### src/rtl/two_port_mem_arbiter_pkg.sv
// Shared types for the two-port memory arbiter: the controller FSM state.
package two_port_mem_arbiter_pkg;

    typedef enum logic {
        INIT = 1'b0,
        RUN  = 1'b1
    } arb_state_t;

endpackage

### src/rtl/two_port_mem_arbiter_if.sv
// Requester and memory bus of the two-port arbiter; slave = arbiter side,
// master = requesters plus the synchronous memory.
interface two_port_mem_arbiter_if #(
    parameter int addresses  = 32,
    parameter int width      = 8,
    parameter int requesters = 4
);
    localparam int addressWidth = $clog2(addresses);

    logic [requesters-1:0]              writeReq;
    logic [requesters*addressWidth-1:0] writeAddressIn;
    logic [requesters*width-1:0]        writeDataIn;
    logic [requesters-1:0]              writeGrant;
    logic [requesters-1:0]              readReq;
    logic [requesters*addressWidth-1:0] readAddressIn;
    logic [requesters-1:0]              readGrant;
    logic [width-1:0]                   readDataOut;
    logic [requesters-1:0]              readDataValid;
    logic                               busy;
    logic [addressWidth-1:0]            memWriteAddress;
    logic                               memWriteEnable;
    logic [width-1:0]                   memWriteData;
    logic [addressWidth-1:0]            memReadAddress;
    logic                               memReadEnable;
    logic [width-1:0]                   memReadData;

    modport slave (
        input  writeReq, writeAddressIn, writeDataIn, readReq, readAddressIn,
               memReadData,
        output writeGrant, readGrant, readDataOut, readDataValid, busy,
               memWriteAddress, memWriteEnable, memWriteData,
               memReadAddress, memReadEnable
    );

    modport master (
        output writeReq, writeAddressIn, writeDataIn, readReq, readAddressIn,
               memReadData,
        input  writeGrant, readGrant, readDataOut, readDataValid, busy,
               memWriteAddress, memWriteEnable, memWriteData,
               memReadAddress, memReadEnable
    );

endinterface

### src/rtl/two_port_mem_arbiter_rr_arbiter.sv
// Round-robin arbiter: combinational one-hot grant, priority pointer moves
// past the winner only on cycles where advance is set and something wins.
module rr_arbiter #(
    parameter int requesters = 4
) (
    input  logic                  clk,
    input  logic                  reset,
    input  logic [requesters-1:0] req,
    input  logic                  advance,
    output logic [requesters-1:0] grant
);
    localparam int idxWidth = $clog2(requesters);

    logic [idxWidth-1:0] r_ptr;
    logic [idxWidth-1:0] w_idx;
    logic                w_found;

    // Scan requesters starting at the pointer, wrapping past the last one.
    always_comb begin
        grant   = '0;
        w_idx   = '0;
        w_found = 1'b0;
        for (int i = 0; i < requesters; i++) begin
            for (int j = 0; j < requesters; j++) begin
                if (!w_found && req[j] && (j == (int'(r_ptr) + i) % requesters)) begin
                    grant[j] = 1'b1;
                    w_idx    = idxWidth'(j);
                    w_found  = 1'b1;
                end
            end
        end
    end

    always_ff @(posedge clk or posedge reset) begin
        if (reset) begin
            r_ptr <= '0;
        end else if (advance && w_found) begin
            r_ptr <= (w_idx == idxWidth'(requesters - 1)) ? '0 : w_idx + idxWidth'(1);
        end
    end

endmodule

### src/rtl/two_port_mem_arbiter.sv
// Two-port memory arbiter: independent round-robin write and read ports.
// Define TWO_PORT_MEM_ARBITER_INIT_EN to zero-fill the memory after reset.
module two_port_mem_arbiter
    import two_port_mem_arbiter_pkg::*;
#(
    parameter int addresses  = 32,
    parameter int width      = 8,
    parameter int requesters = 4
) (
    input  logic                         clk,
    input  logic                         reset,
    two_port_mem_arbiter_if.slave        bus
);
    localparam int addressWidth = $clog2(addresses);

    arb_state_t              r_state;
    arb_state_t              w_stateNext;
    logic                    w_run;
    logic                    w_lastInit;
    logic                    w_initWrite;
    logic [requesters-1:0]   w_wrReqGated;
    logic [requesters-1:0]   w_rdReqGated;
    logic [requesters-1:0]   w_wrGrant;
    logic [requesters-1:0]   w_rdGrant;
    logic [requesters-1:0]   r_rdValid;
    logic [addressWidth-1:0] w_wrAddr;
    logic [addressWidth-1:0] w_rdAddr;
    logic [width-1:0]        w_wrData;

`ifdef TWO_PORT_MEM_ARBITER_INIT_EN
    localparam arb_state_t ResetState = INIT;

    logic [addressWidth-1:0] r_initAddr;

    always_ff @(posedge clk or posedge reset) begin
        if (reset) begin
            r_initAddr <= '0;
        end else if (r_state == INIT) begin
            r_initAddr <= r_initAddr + addressWidth'(1);
        end
    end

    assign w_lastInit          = (r_initAddr == addressWidth'(addresses - 1));
    assign w_initWrite         = (r_state == INIT) && !reset;
    assign bus.busy            = (r_state == INIT);
    assign bus.memWriteAddress = w_initWrite ? r_initAddr : w_wrAddr;
`else
    localparam arb_state_t ResetState = RUN;

    assign w_lastInit          = 1'b1;
    assign w_initWrite         = 1'b0;
    assign bus.busy            = 1'b0;
    assign bus.memWriteAddress = w_wrAddr;
`endif

    always_ff @(posedge clk or posedge reset) begin
        if (reset) begin
            r_state <= ResetState;
        end else begin
            r_state <= w_stateNext;
        end
    end

    always_comb begin
        w_stateNext = r_state;
        case (r_state)
            INIT:    if (w_lastInit) w_stateNext = RUN;
            RUN:     w_stateNext = RUN;
            default: w_stateNext = ResetState;
        endcase
    end

    // Reset gates grants combinationally so they drop the moment it asserts.
    assign w_run        = (r_state == RUN) && !reset;
    assign w_wrReqGated = bus.writeReq & {requesters{w_run}};
    assign w_rdReqGated = bus.readReq  & {requesters{w_run}};

    rr_arbiter #(.requesters(requesters)) u_wr_arb (
        .clk     (clk),
        .reset   (reset),
        .req     (w_wrReqGated),
        .advance (w_run),
        .grant   (w_wrGrant)
    );

    rr_arbiter #(.requesters(requesters)) u_rd_arb (
        .clk     (clk),
        .reset   (reset),
        .req     (w_rdReqGated),
        .advance (w_run),
        .grant   (w_rdGrant)
    );

    always_comb begin
        w_wrAddr = '0;
        w_wrData = '0;
        w_rdAddr = '0;
        for (int i = 0; i < requesters; i++) begin
            if (w_wrGrant[i]) begin
                w_wrAddr = bus.writeAddressIn[i*addressWidth +: addressWidth];
                w_wrData = bus.writeDataIn[i*width +: width];
            end
            if (w_rdGrant[i]) begin
                w_rdAddr = bus.readAddressIn[i*addressWidth +: addressWidth];
            end
        end
    end

    always_ff @(posedge clk or posedge reset) begin
        if (reset) begin
            r_rdValid <= '0;
        end else begin
            r_rdValid <= w_rdGrant;
        end
    end

    assign bus.writeGrant     = w_wrGrant;
    assign bus.readGrant      = w_rdGrant;
    assign bus.memWriteEnable = w_initWrite | (|w_wrGrant);
    assign bus.memWriteData   = w_wrData;
    assign bus.memReadEnable  = |w_rdGrant;
    assign bus.memReadAddress = w_rdAddr;
    assign bus.readDataValid  = r_rdValid;
    // The memory's registered output is only exposed while its read owner is flagged.
    assign bus.readDataOut    = (|r_rdValid) ? bus.memReadData : '0;

endmodule
### src/flat_wrapper.sv
// flat-port wrapper written by rule: the top's interface ports become plain ports
module two_port_mem_arbiter_flat import two_port_mem_arbiter_pkg::*;
#(
    parameter int addresses  = 32,
    parameter int width      = 8,
    parameter int requesters = 4
)
  (clk, reset, bus_writeReq, bus_writeAddressIn, bus_writeDataIn, bus_readReq, bus_readAddressIn, bus_memReadData, bus_writeGrant, bus_readGrant, bus_readDataOut, bus_readDataValid, bus_busy, bus_memWriteAddress, bus_memWriteEnable, bus_memWriteData, bus_memReadAddress, bus_memReadEnable);
  two_port_mem_arbiter_if #(.addresses(addresses), .width(width), .requesters(requesters)) bus_i ();
  input  logic clk;
  input  logic reset;
  input wire logic [$bits(bus_i.writeReq)-1:0] bus_writeReq;
  input wire logic [$bits(bus_i.writeAddressIn)-1:0] bus_writeAddressIn;
  input wire logic [$bits(bus_i.writeDataIn)-1:0] bus_writeDataIn;
  input wire logic [$bits(bus_i.readReq)-1:0] bus_readReq;
  input wire logic [$bits(bus_i.readAddressIn)-1:0] bus_readAddressIn;
  input wire logic [$bits(bus_i.memReadData)-1:0] bus_memReadData;
  output wire logic [$bits(bus_i.writeGrant)-1:0] bus_writeGrant;
  output wire logic [$bits(bus_i.readGrant)-1:0] bus_readGrant;
  output wire logic [$bits(bus_i.readDataOut)-1:0] bus_readDataOut;
  output wire logic [$bits(bus_i.readDataValid)-1:0] bus_readDataValid;
  output wire logic [$bits(bus_i.busy)-1:0] bus_busy;
  output wire logic [$bits(bus_i.memWriteAddress)-1:0] bus_memWriteAddress;
  output wire logic [$bits(bus_i.memWriteEnable)-1:0] bus_memWriteEnable;
  output wire logic [$bits(bus_i.memWriteData)-1:0] bus_memWriteData;
  output wire logic [$bits(bus_i.memReadAddress)-1:0] bus_memReadAddress;
  output wire logic [$bits(bus_i.memReadEnable)-1:0] bus_memReadEnable;
  assign bus_i.writeReq = bus_writeReq;
  assign bus_i.writeAddressIn = bus_writeAddressIn;
  assign bus_i.writeDataIn = bus_writeDataIn;
  assign bus_i.readReq = bus_readReq;
  assign bus_i.readAddressIn = bus_readAddressIn;
  assign bus_i.memReadData = bus_memReadData;
  assign bus_writeGrant = bus_i.writeGrant;
  assign bus_readGrant = bus_i.readGrant;
  assign bus_readDataOut = bus_i.readDataOut;
  assign bus_readDataValid = bus_i.readDataValid;
  assign bus_busy = bus_i.busy;
  assign bus_memWriteAddress = bus_i.memWriteAddress;
  assign bus_memWriteEnable = bus_i.memWriteEnable;
  assign bus_memWriteData = bus_i.memWriteData;
  assign bus_memReadAddress = bus_i.memReadAddress;
  assign bus_memReadEnable = bus_i.memReadEnable;
  two_port_mem_arbiter #(.addresses(addresses), .width(width), .requesters(requesters)) u_core (.clk(clk), .reset(reset), .bus(bus_i));
endmodule
### config.mk
export PLATFORM = sky130hd
export DESIGN_NAME = two_port_mem_arbiter_flat
export DESIGN_NICKNAME = d
export VERILOG_FILES = /design/src/rtl/two_port_mem_arbiter_pkg.sv /design/src/rtl/two_port_mem_arbiter_if.sv /design/src/rtl/two_port_mem_arbiter_rr_arbiter.sv /design/src/rtl/two_port_mem_arbiter.sv /design/src/flat_wrapper.sv
export SDC_FILE = /design/constraint.sdc
export NUM_CORES = 1
export LEC_CHECK = 0
export ABC_AREA = 1
export ABC_CLOCK_PERIOD_IN_PS = 3300
export BUFFER_PORTS_ARGS = -buffer_cell sky130_fd_sc_hd__buf_4
export CAP_MARGIN = 15
export CORE_ASPECT_RATIO = 0.9
export CORE_MARGIN = 3
export CORE_UTILIZATION = 28
export CTS_CLUSTER_DIAMETER = 80
export CTS_CLUSTER_SIZE = 14
export DETAILED_ROUTE_END_ITERATION = 7
export PLACE_DENSITY = 0.57
export SYNTH_ARGS = -nofsm -noshare
export SYNTH_HDL_FRONTEND = slang
export SYNTH_SLANG_ARGS = --single-unit
### constraint.sdc
create_clock -name clk -period 3.3 [get_ports clk]
set_input_delay 0.66 -clock clk [delete_from_list [all_inputs] [get_ports clk]]
set_output_delay 0.66 -clock clk [all_outputs]
set_load 0.01 [all_outputs]
After elaboration in Yosys (flattened, before gate mapping):

Index checks and enable logic that the tools add are counted.
W data, S select, Z words.

* mux-type cells: 107
* $add $sub $neg: 8
* equal/unequal tests: 26
* reductions and logical operators: 112
* bitwise gates (word level): 8

Operators by type and width (count)
* $logic_not A32 Y1: 8
* $logic_and A1 B1 Y1: 64
* $mux W1: 64
* $mux W2: 30
* $mux W5: 8
* $mux W8: 5
* $eq A3 B3 Y1 const A: 12
* $logic_not A1 Y1: 31
* $eq A2 B3 Y1 const A: 6
* $reduce_or A2 Y1: 6
* $reduce_or A4 Y1: 3
* $add A2 B1 Y2 const B: 4
* $add A2 B2 Y2 const B: 4
* $and A4 B4 Y4: 2
* $eq A2 B2 Y1 const A: 4
* $and A1 B1 Y1 const A: 6
* $eq A1 B2 Y1 const A: 2
* $eq A2 B2 Y1 const B: 2

* flip-flop bits (word level): 8
* bits of input ports: 90
* output and inout port bits: 41

Longest topological paths before layout:

* depth after elaboration: 66
* depth in mapped cells: 16
* depth with buffers taken out: 16

Cells and area by module:

From an unflattened synthesis, not the netlist that was laid out.

* cell total of the unflattened synthesis: 357
* area total of the unflattened synthesis: 1868.0 sq um

By module, submodules not included
* two_port_mem_arbiter: area each 974.7 sq um, cells each 205, seq. area each 100.1 sq um, instances 1
* rr_arbiter: area each 446.7 sq um, cells each 76, seq. area each 50.0 sq um, instances 2

Least setup slack after synthesis:

Ideal clock, no wire load.

* kind: in2out
* from: input port reset
* to: output port bus_memWriteAddress[3]
* path buffers: 1
* arrival time: 2.143 ns
* slack: 0.497 ns
* stages on the path: 13
* data required time: 2.640 ns
* path through: inv_4 -> nand2_4 -> nor2_1 -> nor2_4 -> nand4_1 -> nand4_4 -> nor2_4 -> and2_4 -> nand4_1 -> nand2_2 -> buf_6 -> nand2_1 -> nand2_1

* word-level cells in the longest chain between the ends: 65
* elaborated cells on any way between the ends: 82
* those cells by class: mux (34); bitwise (1); reduce/logical (47)

Ends and longest elaborated chain
* from (decl): line flat_wrapper.sv:11 `input logic reset;`
* $logic_not A1 Y1 (*): line two_port_mem_arbiter.sv:74 `assign w_run = (r_state == RUN) && !reset;`
* $and A4 B4 Y4 (*): line two_port_mem_arbiter.sv:75 `assign w_wrReqGated = bus.writeReq & {requesters{w_run}};`
* $logic_and A1 B1 Y1: line two_port_mem_arbiter_rr_arbiter.sv:25 `if (!w_found && req[j] && (j == (int'(r_ptr) + i) % requesters)) begin`
* $mux W1: line two_port_mem_arbiter_rr_arbiter.sv:25
* $logic_not A1 Y1: line two_port_mem_arbiter_rr_arbiter.sv:25
* $logic_and A1 B1 Y1 (2 in series): line two_port_mem_arbiter_rr_arbiter.sv:25
* $mux W1: line two_port_mem_arbiter_rr_arbiter.sv:25
* $logic_not A1 Y1: line two_port_mem_arbiter_rr_arbiter.sv:25
* (+47 left out)
* $logic_not A1 Y1: line two_port_mem_arbiter_rr_arbiter.sv:25
* $logic_and A1 B1 Y1 (2 in series): line two_port_mem_arbiter_rr_arbiter.sv:25
* $mux W1: line two_port_mem_arbiter_rr_arbiter.sv:25
* $logic_not A1 Y1: line two_port_mem_arbiter_rr_arbiter.sv:25
* $logic_and A1 B1 Y1 (2 in series): line two_port_mem_arbiter_rr_arbiter.sv:25
* $mux W1 (*): line two_port_mem_arbiter_rr_arbiter.sv:25
* via bus_writeGrant[3]: line flat_wrapper.sv:18 `output wire logic [$bits(bus_i.writeGrant)-1:0] bus_writeGrant;`
* $mux W5 (*): line two_port_mem_arbiter.sv:99 `if (w_wrGrant[i]) begin`
* to (decl): line flat_wrapper.sv:23 `output wire logic [$bits(bus_i.memWriteAddress)-1:0] bus_memWriteAddress;`

The timed path passes the listed nets; every way through them passes the cells marked *.

Worst setup path in the final report:

* from: input port bus_writeReq[2]
* to: output port bus_memWriteData[4]

* word-level cells in the longest chain between the ends: 57
* elaborated cells on any way between the ends: 73
* those cells by class: mux (31); bitwise (1); reduce/logical (41)

Ends and longest elaborated chain
* from (decl): line flat_wrapper.sv:12 `input wire logic [$bits(bus_i.writeReq)-1:0] bus_writeReq;`
* $and A4 B4 Y4 (*): line two_port_mem_arbiter.sv:75
* $logic_and A1 B1 Y1 (2 in series): line two_port_mem_arbiter_rr_arbiter.sv:25
* $mux W1: line two_port_mem_arbiter_rr_arbiter.sv:25
* $logic_not A1 Y1: line two_port_mem_arbiter_rr_arbiter.sv:25
* $logic_and A1 B1 Y1 (2 in series): line two_port_mem_arbiter_rr_arbiter.sv:25
* $mux W1: line two_port_mem_arbiter_rr_arbiter.sv:25
* $logic_not A1 Y1: line two_port_mem_arbiter_rr_arbiter.sv:25
* $logic_and A1 B1 Y1 (2 in series): line two_port_mem_arbiter_rr_arbiter.sv:25
* (+36 left out)
* $mux W1: line two_port_mem_arbiter_rr_arbiter.sv:25
* $logic_not A1 Y1: line two_port_mem_arbiter_rr_arbiter.sv:25
* $logic_and A1 B1 Y1 (2 in series): line two_port_mem_arbiter_rr_arbiter.sv:25
* $mux W1: line two_port_mem_arbiter_rr_arbiter.sv:25
* $logic_not A1 Y1: line two_port_mem_arbiter_rr_arbiter.sv:25
* $logic_and A1 B1 Y1 (2 in series): line two_port_mem_arbiter_rr_arbiter.sv:25
* $mux W1: line two_port_mem_arbiter_rr_arbiter.sv:25
* $mux W8 (*): line two_port_mem_arbiter.sv:99
* to (decl): line flat_wrapper.sv:25 `output wire logic [$bits(bus_i.memWriteData)-1:0] bus_memWriteData;`

Mark *: on every way between the ends. The rest lies on a longest branch, timed or not.

==> impl_metrics.tcl <==
set metrics [dict create \
    status "finished clean" \
    drtIter0Drc 128 \
    synth_top_family_by_area "simple AND/OR/NAND/NOR gates" \
    die_height_um 79.5 \
    synth.area.mux_share_pct 0 \
    ir_worst_vdd_v 0.000348 \
    cts_root_buffer "clkbuf_8" \
    clk_path_buf_depth 2 \
    ant_nets 0 \
    yosys.area_share.xor_xnor_pct 0 \
    grt_pass1_wl_um 9850 \
    drcViolationCount 0 \
    die_w_um 87.7 \
    htreeDepth 1 \
    globalRouteTotalUtil_pct 16.9 \
    clkLatencyLatePin_ps 220 \
    port_buffers 129 \
    via_count 2401 \
    report.final.setup_viol 0 \
    numCtsBuffers 3 \
    overflow 0 \
    first_global_vias 2221 \
    worst_ep_required_time_ps 2640 \
    design_area_um2 3010 \
    critPathLaunch "bus_writeReq[2]" \
    gp_congestion 0.947 \
    rr_endpoint "u_core.u_rd_arb.r_ptr[0]" \
    hold_violations 0 \
    cp-end-kind "output port" \
    hold_class "input pin to asynchronous set/reset pin" \
    crit_type "input pin to output port" \
    grt_max_degree 16 \
    crit_end "bus_memWriteData[4]" \
    rows 26 \
    drtPass1Iterations 6 \
    period_minus_slack_ps 3190 \
    io_pins 131 \
    finalWirelength_um 6360 \
    slew_viol_final 0 \
    syn_avg_cell_area_um2 5.43 \
    clock_sinks 8 \
    period_share_pct 96.8 \
    r2r_cells 15 \
    cts_tree "yes" \
    initial_core_util_pct 29.2 \
    clkTransAtPathRegs_ps 40 \
    n_antenna_cell 0 \
    area_growth_pct 79.0 \
    critPathMaxFanout 7 \
    drive_above_1_share_pct 45.1 \
    cp.arrival_ps 2530 \
    core_um2 5760 \
    synthCells 310 \
    synth_area_um2 1680 \
    syn-num-nets 400 \
    vias_per_cell 4.60 \
    r2r_setup_slack_ps 1090 \
    num-nets-final 544 \
    yosys_warnings 0 \
    maxCapViolCount 0 \
    netlist-cell-type-count 29 \
    wire_per_inst_um 12.2 \
    leakage_nw 1.73 \
    dieArea_um2 6980 \
    seq_area_frac_synth_pct 11.9 \
    antenna_found_initial 0 \
    clock.fmax_mhz 313 \
    start_kind "input pin" \
    r2r-start "u_core.u_rd_arb.r_ptr[1]" \
    synth_fa_ha_area_share_pct 0 \
    yosys.area_share.simple_pct 64.8 \
    fin_skew_ps 0.841 \
    dp_hpwl_um 5110 \
    finish.utilization_pct 52.3 \
    cellPowerDensity_nw_per_um2 767 \
    ys_seq_elements 8 \
    place_area_um2 2730 \
    synth_compound_gate_area_share_pct 9.59 \
]
logic make-up (layout without fill, tap and decap cells):
logic type      count (synthesis)  in the layout
flops                           8              8
other cells                     1              1
buf+inv                        52            193
simple gates                  226            227
compound gates                 23             23
worst min path at each step:
stage / startpoint / endpoint / slack (ps) / cells past startpoint
3_3_place_gp: u_core.u_wr_arb.r_ptr[1] / u_core.u_wr_arb.r_ptr[1] / 480 / 2
3_5_place_dp: u_core.u_wr_arb.r_ptr[1] / u_core.u_wr_arb.r_ptr[1] / 500 / 2
6_report: reset / u_core.u_wr_arb.r_ptr[1] / 330 / 2
2_1_floorplan: reset / u_core.bus.readDataValid[0] / 440 / 1
4_1_cts: reset / u_core.u_wr_arb.r_ptr[0] / 360 / 2
5_1_grt: reset / u_core.u_wr_arb.r_ptr[1] / 330 / 2
critical path: stages:
cell,delay [ps]
buf_6,90
inv_2,50
nor2_4,40
nand2_2,70
nand2_2,70
nor2_4,160
nand3_4,100
nor2_4,180
nand4_4,110
nor2_4,160
and2_4,150
nand4_1,170
buf_6,190
nand2_8,100
nand2_2,60
nand2_2,50
buf_6,100
state kept, by name, summed over array words and instances, names as in the netlist:
name and cells:
u_core.u_wr_arb.r_ptr 2, u_core.u_rd_arb.r_ptr 2, u_core.bus.readDataValid 4
timing repair:
item | CTS | global route
buffers inserted | 0 | 9
pin swaps | 0 | 16
gates cloned | 0 | 1
setup endpoints to repair | 3 | 19
gates resized for setup | 1 | 45
hold buffers | 0 | 0
cells in the final DEF, fill, tap and decap left out, types with 3 or more instances in the layout:
cell type  Yosys  layout
buf_4          4     133
nand2_1      117     104
inv_1         45      42
nor2_1        39      33
nand2_2       10      20
nand3_1       19      19
nand4_1       15      15
nor2_4         8      11
a21boi_1       9       9
buf_6          2       9
nand2_4        4       7
nor2_2         4       7
dfrtp_1        8       7
o21ai_0        4       4
a21boi_0       4       4
clkbuf_8       0       3
layout make-up:
class | instances | area (µm²)
Fill cell | 577 | 2750
Multi-Input combinational cell | 251 | 1370
Timing Repair Buffer | 144 | 1130
Sequential cell | 8 | 201
Inverter | 46 | 180
Tap cell | 70 | 87.6
Clock buffer | 3 | 41.3
power breakdown:
group          switching (mW)  internal, mW
registers              0.0506         0.148
logic                    1.10         0.905
clock network          0.0315        0.0784
cell usage after synthesis:
master	instances	share of area [%]
a21boi_0	4	1.8
a21boi_1	9	4.0
a21oi_1	1	0.30
a21oi_2	1	0.52
a31oi_1	1	0.37
and2_4	1	0.52
buf_4	4	1.8
buf_6	2	1.3
conb_1	1	0.22
dfrtp_1	8	12
inv_1	45	10
inv_4	1	0.37
nand2_1	117	26
nand2_2	10	3.7
nand2_4	4	2.7
nand3_1	19	5.7
nand3_2	3	1.8
nand3b_1	2	0.89
nand4_1	15	5.6
nand4_4	1	1.3
nor2_1	39	8.7
nor2_2	4	1.5
nor2_4	8	5.4
nor3_1	1	0.30
nor4_1	2	0.74
o2111ai_1	1	0.52
o211ai_1	1	0.45
o21ai_0	4	1.2
o31ai_1	1	0.45
layer usage:
layer	share of wire, %	up-vias	routed length, µm	GRT usage [%]
met5	0	-	0	0
met4	0.87	0	55	3.53
met3	6.4	6	405	1.96
met2	50	85	3160	29.0
met1	43	1053	2740	22.6
li1	-	1257	-	-
stage by stage:
stage	hold WS (ps)	std cells	setup slack [ps]	power (mW)	TNS, ps
floorplan	438	310	497	1.28	0
global placement	485	509	43.7	2.00	0
detailed placement	497	509	-11.5	2.00	-11.5
CTS	360	512	57.1	2.13	0
global route	328	522	-80.4	2.54	-709
finish	333	522	105	2.31	0
Note: power is estimated with default switching activity, not from simulation.
